`src/rtl/mem_write_ctrl.sv`:
```
// Host-to-waveform-memory write controller: queues host write requests in a small
// FIFO and replays them as timed setup / strobe / hold cycles on the external memory.
module mem_write_ctrl #(
    parameter int ADDR_W     = 26,
    parameter int DATA_W     = 16,
    parameter int FIFO_DEPTH = 4,
    parameter int SETUP_CYC  = 1,
    parameter int PULSE_CYC  = 2,
    parameter int HOLD_CYC   = 1
) (
    input  logic                          Clk,
    input  logic                          Reset_n,
    input  logic                          CS,
    input  logic                          Write,
    input  logic [ADDR_W-1:0]             Addr_in,
    input  logic [DATA_W-1:0]             DataBus,
    input  logic                          Auto_inc,
    input  logic                          Addr_load,
    input  logic                          Ovf_clr,
    output logic [ADDR_W-1:0]             Addr_out,
    output logic [DATA_W-1:0]             Dout,
    output logic                          Mem_cs_n,
    output logic                          Write_out,
    output logic                          Busy,
    output logic                          Full,
    output logic [$clog2(FIFO_DEPTH):0]   Level,
    output logic                          Ovf
);
    localparam int PTR_W   = $clog2(FIFO_DEPTH);
    localparam int LVL_W   = PTR_W + 1;
    localparam int MAX_SP  = (SETUP_CYC > PULSE_CYC) ? SETUP_CYC : PULSE_CYC;
    localparam int MAX_CYC = (MAX_SP > HOLD_CYC) ? MAX_SP : HOLD_CYC;
    localparam int CNT_W   = (MAX_CYC > 1) ? $clog2(MAX_CYC) : 1;

    localparam logic [1:0] ST_IDLE  = 2'd0;
    localparam logic [1:0] ST_SETUP = 2'd1;
    localparam logic [1:0] ST_PULSE = 2'd2;
    localparam logic [1:0] ST_HOLD  = 2'd3;

    logic [ADDR_W+DATA_W-1:0] fifo_mem [FIFO_DEPTH];

    logic [1:0]        state_q, state_d;
    logic [CNT_W-1:0]  cnt_q, cnt_d;
    logic [LVL_W-1:0]  level_q, level_d;
    logic [PTR_W-1:0]  wr_ptr_q, wr_ptr_d, rd_ptr_q, rd_ptr_d;
    logic [ADDR_W-1:0] ptr_q, ptr_d;
    logic [ADDR_W-1:0] addr_q, addr_d;
    logic [DATA_W-1:0] dout_q, dout_d;
    logic              ovf_q, ovf_d;
    logic              cs_n_q, cs_n_d;
    logic              we_n_q, we_n_d;

    logic              req, full, push, pop, start_xfer, cnt_done;
    logic [ADDR_W-1:0] push_addr;

    assign cnt_done = (cnt_q == '0);

    // Request acceptance, address selection and overflow tracking.
    always_comb begin
        // NOTE: every always_comb output is given a default first so no path infers a latch.
        req       = ~CS & ~Write;
        full      = (level_q == LVL_W'(FIFO_DEPTH));
        push      = req & ~full;
        push_addr = (Auto_inc && !Addr_load) ? ptr_q : Addr_in;
        ptr_d     = ptr_q;
        if (push && Auto_inc) begin
            ptr_d = push_addr + ADDR_W'(1);
        end else if (Addr_load) begin
            ptr_d = Addr_in;
        end
        ovf_d = ovf_q;
        if (Ovf_clr) ovf_d = 1'b0;
        if (req && full) ovf_d = 1'b1;
    end

    always_comb begin
        state_d    = state_q;
        cnt_d      = cnt_q;
        cs_n_d     = cs_n_q;
        we_n_d     = we_n_q;
        addr_d     = addr_q;
        dout_d     = dout_q;
        start_xfer = 1'b0;
        case (state_q)
            ST_IDLE: start_xfer = (level_q != '0);
            ST_SETUP: begin
                if (cnt_done) begin
                    state_d = ST_PULSE;
                    we_n_d  = 1'b0;
                    cnt_d   = CNT_W'(PULSE_CYC - 1);
                end else begin
                    cnt_d = cnt_q - CNT_W'(1);
                end
            end
            ST_PULSE: begin
                if (cnt_done) begin
                    state_d = ST_HOLD;
                    we_n_d  = 1'b1;
                    cnt_d   = CNT_W'(HOLD_CYC - 1);
                end else begin
                    cnt_d = cnt_q - CNT_W'(1);
                end
            end
            ST_HOLD: begin
                if (!cnt_done) begin
                    cnt_d = cnt_q - CNT_W'(1);
                end else if (level_q != '0) begin
                    start_xfer = 1'b1;
                end else begin
                    state_d = ST_IDLE;
                    cs_n_d  = 1'b1;
                end
            end
            default: state_d = ST_IDLE;
        endcase
        // Back-to-back transfers keep chip select low straight from HOLD into SETUP.
        if (start_xfer) begin
            state_d          = ST_SETUP;
            cnt_d            = CNT_W'(SETUP_CYC - 1);
            cs_n_d           = 1'b0;
            {addr_d, dout_d} = fifo_mem[rd_ptr_q];
        end
        pop = start_xfer;
    end

    assign wr_ptr_d = wr_ptr_q + PTR_W'(push);
    assign rd_ptr_d = rd_ptr_q + PTR_W'(pop);
    assign level_d  = level_q + LVL_W'(push) - LVL_W'(pop);

    always_ff @(posedge Clk) begin
        // NOTE: state registers use non-blocking <= so every flop samples pre-edge values.
        if (!Reset_n) begin
            state_q  <= ST_IDLE;
            cnt_q    <= '0;
            level_q  <= '0;
            wr_ptr_q <= '0;
            rd_ptr_q <= '0;
            ptr_q    <= '0;
            addr_q   <= '0;
            dout_q   <= '0;
            ovf_q    <= 1'b0;
            cs_n_q   <= 1'b1;
            we_n_q   <= 1'b1;
        end else begin
            state_q  <= state_d;
            cnt_q    <= cnt_d;
            level_q  <= level_d;
            wr_ptr_q <= wr_ptr_d;
            rd_ptr_q <= rd_ptr_d;
            ptr_q    <= ptr_d;
            addr_q   <= addr_d;
            dout_q   <= dout_d;
            ovf_q    <= ovf_d;
            cs_n_q   <= cs_n_d;
            we_n_q   <= we_n_d;
        end
    end

    // NOTE: FIFO storage is left unreset on purpose; level_q guards every read of it.
    always_ff @(posedge Clk) begin
        if (push) fifo_mem[wr_ptr_q] <= {push_addr, DataBus};
    end

    assign Addr_out  = addr_q;
    assign Dout      = dout_q;
    assign Mem_cs_n  = cs_n_q;
    assign Write_out = we_n_q;
    assign Busy      = (state_q != ST_IDLE) | (level_q != '0);
    assign Full      = full;
    assign Level     = level_q;
    assign Ovf       = ovf_q;
endmodule
```
`config.mk`:
```
export PLATFORM = sky130hd
export DESIGN_NAME = mem_write_ctrl
export DESIGN_NICKNAME = d
export VERILOG_FILES = /design/src/rtl/mem_write_ctrl.sv
export SDC_FILE = /design/constraint.sdc
export NUM_CORES = 1
export LEC_CHECK = 0
export CELL_PAD_IN_SITES_DETAIL_PLACEMENT = 0
export CELL_PAD_IN_SITES_GLOBAL_PLACEMENT = 2
export CORE_ASPECT_RATIO = 1.1
export CORE_MARGIN = 4
export CORE_UTILIZATION = 30
export DETAILED_ROUTE_END_ITERATION = 10
export PLACE_DENSITY_LB_ADDON = 0.1
export SLEW_MARGIN = 20
export SYNTH_ARGS = -nofsm -noshare
export SYNTH_HDL_FRONTEND = slang
export SYNTH_SLANG_ARGS = --single-unit
```
`constraint.sdc`:
```
create_clock -name Clk -period 14 [get_ports Clk]
set_input_delay 2.8 -clock Clk [delete_from_list [all_inputs] [get_ports Clk]]
set_output_delay 2.8 -clock Clk [all_outputs]
set_load 0.005 [all_outputs]
```
==> results.sh <==
export IMPL_hp_class="flip-flop to flip-flop"
export IMPL_cts_buffers=29
export IMPL_die_w_um=186
export IMPL_post_cts_buffers=0
export IMPL_power_density_nw_per_um2=182
export IMPL_tns_ns=0
export IMPL_layout_min_cycle_time_ns=6.21
export IMPL_ys_seq_elements=249
export IMPL_comb_power_share=0.257
export IMPL_dp_hpwl_um=16100
export IMPL_endpoint_kind="flip-flop"
export IMPL_slew_viol_final=0
export IMPL_start_kind="input port"
export IMPL_diodes=0
export IMPL_min_to="Addr_out[19]"
export IMPL_ctsLongestPathBuffers=3
export IMPL_yosys_area_top_type="edfxtp_1"
export IMPL_worst_pin_slew_ns=0.867
export IMPL_fill_cells=3253
export IMPL_htreeDepth=1
export IMPL_synthTopCellsByCount="170 x nand2_1, 168 x edfxtp_1, 81 x dfxtp_1, 42 x mux4_2, 35 x a21boi_0"
export IMPL_worstReg2RegStart="state_q[1]"
export IMPL_dieArea_um2=38000
export IMPL_cp_top_family="simple AND/OR/NAND/NOR gates"
export IMPL_setup_violations=0
export IMPL_ant_nets=0
export IMPL_post_cts_resized=0
export IMPL_postCtsHoldBufs=0
export IMPL_io_buffers=98
export IMPL_drt_first_pass_iters=5
export IMPL_cp_required_ns=14.48
export IMPL_syn2layout_area_growth_pct=24.3
export IMPL_critPathMaxStageDelay_ns=0.58
export IMPL_yosys_cell_count_top_type="nand2_1"
export IMPL_r2r_slack_ns=11.02
export IMPL_clk_insertion_delay_late_ns=0.55
export IMPL_wl_per_cell_um=19.2
export IMPL_path_class="input port to flip-flop"
export IMPL_hold_violations=0
export IMPL_reg2reg_depth=11
export IMPL_p_sw_uw=685
export IMPL_grt_antenna_before_repair=0
export IMPL_rr_endpoint="Level[2]"
export IMPL_async_flop_share=0
export IMPL_cp_arrival_ns=6.69
export IMPL_core_um2=34400
export IMPL_intPower_uw=1690
export IMPL_synth_nets=845
export IMPL_grt_usage=0.136
export IMPL_syn_area_per_cell_um2=13.3
export IMPL_cap_viol_max_count=0
export IMPL_status="complete, no violations"
export IMPL_p_sw_frac=0.289
export IMPL_synth_cell_types=61
export IMPL_syn_instance_count=788
export IMPL_clk_root_buffer_cell="clkbuf_16"
export IMPL_path_clk_slew_ns=0.06
export IMPL_ir_drop_mv=0.0866
export IMPL_vias=6585
export IMPL_synth_ff_type="edfxtp_1"
export IMPL_power_share_clock=0.341
export IMPL_nets=946
export IMPL_max_slew_margin_rel=0.421
export IMPL_globalRouteOverflowTotal=0
export IMPL_synthTopCellsByArea="edfxtp_1 48%, dfxtp_1 15%, mux4_2 9.0%"
export IMPL_sequentialPowerShare=0.402
export IMPL_critical_path_buf_inv_count=3
export IMPL_hold_path_startpoint="Addr_out[19]"
export IMPL_fin_worst_skew_ns=0.0128
export IMPL_viasPerCell=4.88
export IMPL_synth_edf_count=168
export IMPL_netlist_area_leader_share=0.481
export IMPL_drt_iter0_markers=330
export IMPL_synth_warnings=0
export IMPL_critPathMaxFanout=31
export IMPL_power_uw=2370
export IMPL_grt_pass1_vias=6801
export IMPL_grt_pass1_wl_um=40200
export IMPL_cts_tree="yes"
export IMPL_fin_crit_sh=0.443
export IMPL_initial_core_util=0.305
export IMPL_hold_depth=2
export IMPL_fmax_mhz=161
export IMPL_path_cells="clkdlybuf4s50_1 > buf_4 > nor2b_1 > buf_4 > nand2_1 > nand2_1 > ha_1 > nand4_1 > o32ai_2 > nand4_2 > or3b_4 > or4_1 > nand3_1"
export IMPL_ys_seq_area_frac=0.636
export IMPL_rsz0062_at_grt="no"
export IMPL_critPathSlowestCell="nor2b_1"
export IMPL_place_gp_congestion=0.770
export IMPL_chipHeight_um=204
export IMPL_io_pins=99
export IMPL_wirelength_um=26000
export IMPL_drive_above_1_share=0.154
export IMPL_rows=71
export IMPL_grt_max_degree=53
export IMPL_syn_cell_area_um2=10500
export IMPL_cts_sinks=249
export IMPL_leakagePower_uw=0.00451
export IMPL_drc=0
[registers in the layout, summed over array words and instances (netlist names)]
register   cells
wr_ptr_q       2
Addr_out      26
rd_ptr_q       2
ptr_q         26
Write_out      1
state_q        2
Level          3
Mem_cs_n       1
fifo_mem     168
Ovf            1
Dout          16
cnt_q          1
[cell type report]
type / count / area, um^2 / area share
Multi-Input combinational cell: 484 / 3620 / 0.278
Clock inverter: 21 / 277 / 0.0212
Sequential cell: 249 / 6670 / 0.512
Inverter: 11 / 41.3 / 0.00317
Clock buffer: 33 / 761 / 0.0584
Timing Repair Buffer: 114 / 1120 / 0.0857
Tap cell: 438 / 548 / 0.0421
[cells in the final DEF (no fill, tap or decap), types with 13 or more instances in the layout]
master,instances
edfxtp_1,168
o21ai_0,14
mux2_2,15
mux2i_1,24
a21oi_1,22
a21boi_0,35
clkdlybuf4s50_1,97
nand2_1,170
clkbuf_16,29
dfxtp_1,79
mux4_2,42
buf_4,15
nor2_1,27
xnor2_1,13
[layer usage]
metal / GRT usage / part of all wire / vias up
li1: - / - / 3113
met1: 0.187 / 0.46 / 3295
met5: 0 / 0 / -
met4: 0.0271 / 0.013 / 0
met3: 0.0219 / 0.046 / 28
met2: 0.230 / 0.48 / 149
[worst max path at each step]
stage / startpoint / endpoint / slack (ns) / cells after the start
final: Addr_load / ptr_q[22] / 7.79 / 13
after global routing: Addr_load / ptr_q[22] / 7.50 / 13
after CTS: Addr_load / ptr_q[22] / 7.78 / 13
after detailed placement: Addr_load / ptr_q[22] / 7.19 / 13
after global placement: Addr_load / ptr_q[22] / 7.37 / 13
after floorplan: CS / fifo_mem[0][0] / 7.16 / 2
[power groups by stage]
stage	logic, uW	registers [uW]	clock network, uW
after floorplan	351	951	0
after global placement	596	986	0
after detailed placement	602	991	0
after CTS	604	976	836
after global routing	678	967	870
final	609	953	809
[logic make-up after synthesis]
family                     after synthesis  synth area share
adders and majority gates                8            0.0103
AOI/OAI and AO/OA                      104            0.0677
muxes                                   85             0.135
DFF                                    249             0.636
xor gates and xnor gates                18            0.0150
and+or+nand+nor                        269             0.115
buffers and inverters                   55            0.0215
[worst register-to-register path: stages (launching register included)]
cell and delay, ns:
dfxtp_1 0.44, inv_1 0.10, ha_1 0.31, or3_2 0.47, buf_4 0.34, xnor2_1 0.24, ha_1 0.17, inv_1 0.05
fa_1 0.37, xor2_1 0.18, xnor2_1 0.14, nor2_1 0.05
[stage by stage]
| step | cell area [um^2] | instances | hold WS, ns | setup slack, ns | util |
|---|---|---|---|---|---|
| 2_1_floorplan | 10500 | 788 | 0.453 | 7.16 | - |
| 6_report | 13000 | 1350 | 0.455 | 7.79 | 0.379 |
| 3_5_place_dp | 12000 | 1295 | 0.453 | 7.19 | 0.348 |
| 3_3_place_gp | 12000 | 1295 | 0.449 | 7.37 | 0.348 |
| 4_1_cts | 13000 | 1349 | 0.461 | 7.78 | 0.378 |
| 5_1_grt | 13000 | 1350 | 0.483 | 7.50 | 0.379 |
No activity file was read; power rests on OpenSTA's default activity.
